## src/rtl/stopwatch_core.sv

```systemverilog
// stopwatch_core: MM:SS stopwatch counter with run/pause, up/down counting,
// field adjust and lap hold; feeds BCD digits and blink flags to the display.
`timescale 1ns/1ps
module stopwatch_core #(
    parameter int CLK_HZ   = 100000000,
    parameter int TICK_HZ  = 1,
    parameter int ADJ_HZ   = 2,
    parameter int BLINK_HZ = 4,
    parameter int MAX_MIN  = 59
) (
    input  logic       clk,
    input  logic       reset,
    input  logic       sel,
    input  logic       adj,
    input  logic       pause_p,
    input  logic       lap_p,
    input  logic       dir,
    output logic [3:0] min_tens,
    output logic [3:0] min_ones,
    output logic [3:0] sec_tens,
    output logic [3:0] sec_ones,
    output logic       running,
    output logic       lap_held,
    output logic       blink_min,
    output logic       blink_sec,
    output logic       done_p,
    output logic       wrap_p
);
    localparam int DW = $clog2(CLK_HZ + 1);
    localparam int MW = $clog2(MAX_MIN + 1);
    localparam logic [DW-1:0] TICK_TC  = DW'(CLK_HZ / TICK_HZ - 1);
    localparam logic [DW-1:0] ADJ_TC   = DW'(CLK_HZ / ADJ_HZ - 1);
    localparam logic [DW-1:0] BLINK_TC = DW'(CLK_HZ / BLINK_HZ - 1);
    localparam logic [MW-1:0] MIN_TOP  = MW'(MAX_MIN);

    typedef enum logic {ST_PAUSED = 1'b0, ST_RUN = 1'b1} state_t;

    state_t        r_state;
    logic [DW-1:0] r_tick_cnt;
    logic [DW-1:0] r_adj_cnt;
    logic [DW-1:0] r_blink_cnt;
    logic [MW-1:0] r_min;
    logic [5:0]    r_sec;
    logic [MW-1:0] r_lap_min;
    logic [5:0]    r_lap_sec;
    logic          r_lap_held;
    logic          r_blink_on;
    logic          r_adj_d;
    logic          r_done;
    logic          r_wrap;

    logic          w_tick_stb;
    logic          w_adj_stb;
    logic          w_blink_stb;
    logic          w_adj_rise;
    logic [MW-1:0] w_disp_min;
    logic [5:0]    w_disp_sec;
    logic [7:0]    w_min8;
    logic [7:0]    w_sec8;

    assign w_tick_stb  = (r_tick_cnt == TICK_TC);
    assign w_adj_stb   = (r_adj_cnt == ADJ_TC);
    assign w_blink_stb = (r_blink_cnt == BLINK_TC);
    assign w_adj_rise  = adj & ~r_adj_d;

    // Free-running dividers; never resynchronised by pause or adjust.
    always_ff @(posedge clk or negedge reset) begin
        if (!reset) begin
            r_tick_cnt  <= '0;
            r_adj_cnt   <= '0;
            r_blink_cnt <= '0;
        end else begin
            r_tick_cnt  <= w_tick_stb  ? '0 : r_tick_cnt  + DW'(1);
            r_adj_cnt   <= w_adj_stb   ? '0 : r_adj_cnt   + DW'(1);
            r_blink_cnt <= w_blink_stb ? '0 : r_blink_cnt + DW'(1);
        end
    end

    always_ff @(posedge clk or negedge reset) begin
        if (!reset) begin
            r_state    <= ST_PAUSED;
            r_min      <= '0;
            r_sec      <= '0;
            r_lap_min  <= '0;
            r_lap_sec  <= '0;
            r_lap_held <= 1'b0;
            r_blink_on <= 1'b0;
            r_adj_d    <= 1'b0;
            r_done     <= 1'b0;
            r_wrap     <= 1'b0;
        end else begin
            r_done  <= 1'b0;
            r_wrap  <= 1'b0;
            r_adj_d <= adj;

            // Later assignments below (countdown forcing PAUSED) override this toggle.
            if (pause_p) begin
                r_state <= (r_state == ST_RUN) ? ST_PAUSED : ST_RUN;
            end

            if (adj) begin
                if (w_adj_stb) begin
                    if (sel) begin
                        r_sec <= (r_sec == 6'd59) ? 6'd0 : r_sec + 6'd1;
                    end else begin
                        r_min <= (r_min == MIN_TOP) ? '0 : r_min + MW'(1);
                    end
                end
                if (w_blink_stb) begin
                    r_blink_on <= ~r_blink_on;
                end
            end else begin
                r_blink_on <= 1'b0;
                if (w_tick_stb && r_state == ST_RUN) begin
                    if (!dir) begin
                        if (r_sec == 6'd59) begin
                            r_sec <= 6'd0;
                            if (r_min == MIN_TOP) begin
                                r_min  <= '0;
                                r_wrap <= 1'b1;
                            end else begin
                                r_min <= r_min + MW'(1);
                            end
                        end else begin
                            r_sec <= r_sec + 6'd1;
                        end
                    end else if (r_sec == 6'd0 && r_min == '0) begin
                        r_state <= ST_PAUSED;
                    end else if (r_sec == 6'd0) begin
                        r_sec <= 6'd59;
                        r_min <= r_min - MW'(1);
                    end else begin
                        r_sec <= r_sec - 6'd1;
                        if (r_min == '0 && r_sec == 6'd1) begin
                            r_done  <= 1'b1;
                            r_state <= ST_PAUSED;
                        end
                    end
                end
            end

            // Capture uses the pre-update count, so a same-cycle tick is not seen.
            if (w_adj_rise) begin
                r_lap_held <= 1'b0;
            end else if (lap_p) begin
                if (!r_lap_held) begin
                    r_lap_min  <= r_min;
                    r_lap_sec  <= r_sec;
                    r_lap_held <= 1'b1;
                end else begin
                    r_lap_held <= 1'b0;
                end
            end
        end
    end

    always_comb begin
        w_disp_min = r_lap_held ? r_lap_min : r_min;
        w_disp_sec = r_lap_held ? r_lap_sec : r_sec;
        w_min8     = 8'(w_disp_min);
        w_sec8     = 8'(w_disp_sec);
    end

    assign min_tens  = 4'(w_min8 / 8'd10);
    assign min_ones  = 4'(w_min8 % 8'd10);
    assign sec_tens  = 4'(w_sec8 / 8'd10);
    assign sec_ones  = 4'(w_sec8 % 8'd10);
    assign running   = (r_state == ST_RUN);
    assign lap_held  = r_lap_held;
    assign blink_min = adj & ~sel & r_blink_on;
    assign blink_sec = adj & sel & r_blink_on;
    assign done_p    = r_done;
    assign wrap_p    = r_wrap;

endmodule
```

## config.mk

```make
export PLATFORM = sky130hd
export DESIGN_NAME = stopwatch_core
export DESIGN_NICKNAME = d
export VERILOG_FILES = /design/src/rtl/stopwatch_core.sv
export SDC_FILE = /design/constraint.sdc
export NUM_CORES = 1
export LEC_CHECK = 0
export BUFFER_PORTS_ARGS = -buffer_cell sky130_fd_sc_hd__buf_2
export CAP_MARGIN = 40
export CORE_MARGIN = 1
export CORE_UTILIZATION = 60
export DETAILED_ROUTE_END_ITERATION = 8
export GPL_TIMING_DRIVEN = 0
export PLACE_DENSITY = 0.78
export SYNTH_ARGS = -nofsm -noshare
export SYNTH_HDL_FRONTEND = slang
export SYNTH_SLANG_ARGS = --single-unit
```

## constraint.sdc

```tcl
create_clock -name clk -period 9.5 [get_ports clk]
set_clock_uncertainty 0.05 [all_clocks]
set_input_delay 2.85 -clock clk [delete_from_list [all_inputs] [get_ports clk]]
set_output_delay 2.85 -clock clk [all_outputs]
set_load 0.03 [all_outputs]
```

== After elaboration in Yosys (flattened, before gate mapping) ==
Index checks and enable logic that the tools add are counted.
Widths: inputs -> output; s select.

* Flip-flop bits (word level): 111
* Bits in latches: 0
* Memory bits (writable): 0
* ROM bits: 0
* Input port bits: 7
* Output and inout bits: 22
* Word-level logic and storage cells: 102
* Memories: 0

* Add/sub/neg operators: 7
* Multiply operators: 0
* Div/mod/pow operators: 4
* Magnitude comparators: 0
* Equality and inequality tests: 12
* Shift-type cells: 0
* Multiplexer cells: 46
* Bitwise gates (word level): 9
* Reductions and logical operators: 11

{| class="wikitable"
|+ Operators with widths
! kind !! count
|-
| $mux 6 || 19
|-
| $add 27x1->27 const B || 3
|-
| $mux 27 || 3
|-
| $eq 27x25->1 const B || 1
|-
| $eq 27x26->1 const B || 1
|-
| $eq 27x27->1 const B || 1
|-
| $mux 1 || 24
|-
| $div 6x4->8 const B || 2
|-
| $mod 6x4->8 const B || 2
|-
| $add 6x1->6 const B || 2
|-
| $eq 6x6->1 const B || 2
|-
| $logic_not 6->1 || 2
|-
| $sub 6x1->6 const B || 2
|-
| $eq 6x1->1 const B || 1
|-
| $reduce_and 6->1 || 1
|-
| $and 1x1->1 || 5
|-
| $ne 2x1->1 const B || 2
|-
| $ne 2x2->1 const B || 2
|-
| $not 1->1 || 4
|-
| $reduce_and 4->1 || 1
|-
| $reduce_bool 2->1 || 2
|-
| $logic_and 1x1->1 || 3
|-
| $ne 3x2->1 const B || 1
|-
| $ne 3x3->1 const B || 1
|-
| 2 further kinds || 2
|}

== Logic depth before layout (Yosys ltp) ==
* Depth after elaboration: 8
* Depth in mapped cells: 14
* Mapped depth without buffers: 12

== Least setup slack after synthesis ==
Ideal clock, no wire load.

* Path type: input-to-output
* Start: input adj
* End: output blink_min
* Arrival time: 3.287 ns
* Data required time: 6.600 ns
* Path slack: 3.313 ns
* Stages: 2
* Path buffers: 0
* Cell sequence: nand2_1 nor2_1

* Word-level cells in the longest chain between the ends: 2

{| class="wikitable"
|+ Ends and longest elaborated chain
! item !! RTL line !! RTL
|-
| start: declaration || 14 || <nowiki>input logic adj,</nowiki>
|-
| $and 1x1->1 (2 in a row) || 170 || <nowiki>assign blink_min = adj & ~sel & r_blink_on;</nowiki>
|-
| end: declaration || 24 || <nowiki>output logic blink_min,</nowiki>
|}

No other way between the ends.

== Worst setup path in the final report ==
* Start: register r_lap_held, in the netlist lap_held
* End: output min_ones[3]

* Word-level cells in the longest chain between the ends: 2

{| class="wikitable"
|+ Ends and longest elaborated chain
! item !! RTL line !! RTL
|-
| start: declaration || 46 || <nowiki>logic r_lap_held;</nowiki>
|-
| start signal: assignment || 86 || <nowiki>r_lap_held <= 1'b0;</nowiki>
|-
| start signal: assignment || 144 || <nowiki>r_lap_held <= 1'b0;</nowiki>
|-
| start signal: assignment || 149 || <nowiki>r_lap_held <= 1'b1;</nowiki>
|-
| $mux 6 || n/a ||
|-
| $mod 6x4->8 || 165 || <nowiki>assign min_ones = 4'(w_min8 % 8'd10);</nowiki>
|-
| end: declaration || 19 || <nowiki>output logic [3:0] min_ones,</nowiki>
|}

No other way between the ends.

==> flow_summary.toml <==
[run_status]
status = "completed"

[worst_setup_path]
critPathCaptureType = "output pin"
start_kind = "flop"
cp_max_fo = 11
cp_data_arrival_time_ns = 3.52
crit_required_ns = 6.60
critical_path_class = "flop to output pin"

[cts]
number_of_hold_buffers_added_after_cts = 0
worst_setup_hold_path_clk_slew_ns = 0.10
post-cts-setup-buffer-count = 0
clock_tree_from_tritoncts = "done"
numCtsBuffers = 9
clockRootBuffer = "sky130_fd_sc_hd__clkbuf_8"
clk_sinks = 111
clock_latency_ns = 0.38
ctsHtreeMaxLevel = 3
post_cts_resized = 0
max-clock-path-buffers = 2

[synth]
flip_flop_and_latch_count_after_synthesis = 111
ys_top_cells_by_area = "sky130_fd_sc_hd__dfrtp_1, sky130_fd_sc_hd__xnor2_1, sky130_fd_sc_hd__xor2_1"
postSynthCellCount = 658
yosys_warnings = 0
postSynthAreaPerCell_um2 = 9.31
synth_most_common_cell = "sky130_fd_sc_hd__dfrtp_1"
synth_largest_area_cell = "sky130_fd_sc_hd__dfrtp_1"
number_of_synthesized_flops_with_an_enable_pin = 0
most_used_dff_post_synth = "sky130_fd_sc_hd__dfrtp_1"
netlist.area_leader.share_pct = 45.3
synth_sequential_area_ratio_pct = 45.3
ys_types = 60
ys_top_cells_by_count = "sky130_fd_sc_hd__dfrtp_1, sky130_fd_sc_hd__nor2_1, sky130_fd_sc_hd__nand2_1"
synthArstFlopShare_pct = 100
syn-cell-area_um2 = 6130

[grt]
grt_pass1_vias = 4507
maximum_number_of_pins_on_one_net_before_global_route_repair = 59
use_met1_pct = 31.6
top_usage_layer = "met2"
grt_util_all_layers_pct = 24.6
met3_usage_in_global_routing_pct = 4.88
overflow = 0
global_route_wire_length_before_repair_um = 20400
groute.layer.met2.usage_pct = 41.8
initial_antenna_violation_count = 0

[timing]
max_slew_margin_pct = 43.4
setup_viol = 0
tightest_slew_ns = 0.843
rsz0062_at_grt = "false"
slew_limit_fails = 0
max_freq_ghz = 0.156
layout_min_cycle_time_ns = 6.42
final_min_period_over_clock_period_pct = 67.5
fin_tns_setup_ns = 0
hold_viol = 0

[drt]
wire_per_inst_um = 14.4
firstDrtPassIters = 5
drc = 0
avgViaCountPerCell = 5.75
vias = 4805
totalWireLength_um = 12100
antenna_violating_nets_post_route = 0
drtIter0Drc = 261

[place]
place_inst = 819
routabilityCongestion = 0.879
dp_hpwl_um = 8640
port_buffers = 26

[floorplan]
chipHeight_um = 103
floorplan.die_area_um2 = 10600
num_io_pins = 29
core_area_um2 = 9820
die_width_um = 103
placementRows = 36
initial_core_util_pct = 62.4

[pwr]
static-leakage-power_uw = 0.00297
pwr_density_cell_nw_per_um2 = 124
ir_drop_uv = 91.0

[cells_and_area]
multi_input_area_um2 = 3160
final_cell_count_no_fill = 835
layout.area.seq_um2 = 2780
flow.area_growth_from_synthesis_pct = 8.74
fillCellCount = 830
design.final.nets = 719
diodes = 0
share_of_layout_cells_above_drive_strength_1_pct = 9.54

[worst_hold_path]
timing.hold.worst.class = "flop to flop"

[flow_run]
maximum_capacitance_violations = 0
layout by cell type, fill, tap and decap left out, types with 6 or more instances in the layout:
cell type,count
sky130_fd_sc_hd__o31ai_1,6
sky130_fd_sc_hd__nor2_1,87
sky130_fd_sc_hd__or3_1,6
sky130_fd_sc_hd__nor4_1,14
sky130_fd_sc_hd__nand3_1,39
sky130_fd_sc_hd__o21ai_0,44
sky130_fd_sc_hd__mux2i_1,10
sky130_fd_sc_hd__ha_1,15
sky130_fd_sc_hd__nand2_1,64
sky130_fd_sc_hd__nor3_1,17
sky130_fd_sc_hd__buf_2,31
sky130_fd_sc_hd__clkbuf_8,10
sky130_fd_sc_hd__a21oi_1,20
sky130_fd_sc_hd__clkbuf_1,13
sky130_fd_sc_hd__and4_1,8
sky130_fd_sc_hd__dfrtp_1,111
sky130_fd_sc_hd__xor2_1,38
sky130_fd_sc_hd__inv_1,15
sky130_fd_sc_hd__xnor2_1,43
sky130_fd_sc_hd__and3_1,14
sky130_fd_sc_hd__nand4_1,11
cell type report:
type	instances	area share [%]
Multi-Input combinational cell	506	47.5
Clock inverter	5	0.958
Sequential cell	111	41.7
Timing Repair Buffer	27	2.40
Tap cell	133	2.50
Buffer	26	1.92
Clock buffer	11	2.12
Inverter	16	0.939
sequential cells by signal (all words and copies together) (netlist names):
signal       cells
r_blink_on       1
r_min            6
r_adj_cnt       27
r_sec            6
r_lap_min        6
done_p           1
r_blink_cnt     27
r_tick_cnt      27
r_lap_sec        6
lap_held         1
r_adj_d          1
wrap_p           1
running          1
cells by family (layout without fill, tap and decap cells):
kind of cell	Yosys count	count (layout)	synth area share [%]
XOR/XNOR	81	81	11.6
adder cells (fa/ha/maj)	17	17	3.39
other	1	2	0.0612
flip-flops	111	111	45.3
AO/OA/AOI/OAI	100	100	10.1
buffers and inverters	42	85	3.10
multiplexers	18	18	3.37
AND/OR/NAND/NOR	288	288	23.1
per-stage QoR:
stage / hold slack (ns) / cell area [um^2] / power (uW) / worst slack, ns / util, %
finish: 0.427 / 6660 / 826 / 3.08 / 67.9
global route: 0.446 / 6660 / 855 / 2.71 / 67.9
CTS: 0.425 / 6660 / 835 / 3.09 / 67.9
detailed placement: 0.407 / 6460 / 544 / 3.26 / 65.8
global placement: 0.399 / 6430 / 541 / 3.26 / 65.5
floorplan: 0.375 / 6130 / 522 / 3.31 / -
worst paths after layout:
kind	cells past startpoint	slack, ns	endpoint	from
max in group asynchronous	2	6.26	r_tick_cnt[17]	reset
max	15	3.08	min_ones[3]	lap_held
max reg2reg	6	6.89	r_blink_cnt[22]	r_blink_cnt[0]
min in group asynchronous	1	2.46	r_blink_cnt[24]	reset
min reg2reg	1	0.43	r_adj_cnt[0]	r_adj_cnt[0]
min	1	0.43	r_adj_cnt[0]	r_adj_cnt[0]
critical path: stages (launching register included):
cell,delay [ns]
sky130_fd_sc_hd__dfrtp_1,0.38
sky130_fd_sc_hd__buf_6,0.19
sky130_fd_sc_hd__mux2i_1,0.28
sky130_fd_sc_hd__buf_2,0.26
sky130_fd_sc_hd__ha_1,0.23
sky130_fd_sc_hd__nor2b_1,0.06
sky130_fd_sc_hd__a2bb2oi_1,0.25
sky130_fd_sc_hd__o21ai_0,0.13
sky130_fd_sc_hd__nand2_1,0.09
sky130_fd_sc_hd__buf_2,0.20
sky130_fd_sc_hd__xor2_1,0.17
sky130_fd_sc_hd__ha_1,0.23
sky130_fd_sc_hd__and3b_1,0.20
sky130_fd_sc_hd__o21ai_0,0.16
sky130_fd_sc_hd__a32oi_1,0.11
sky130_fd_sc_hd__buf_2,0.20
report_power, final:
group	internal (uW)	leakage, uW	switching [uW]
Combinational	19.5	0.00137	37.8
Clock	132	0.000101	161
Sequential	475	0.00149	2.04
Total	626	0.00297	201
metal layers:
layer  up-vias  routed length [um]
li1       2384                   -
met1      2310                5530
met2        95                5910
met3        16                 441
met4         0                 179
met5         -                   0
No activity file was read; power rests on OpenSTA's default activity.
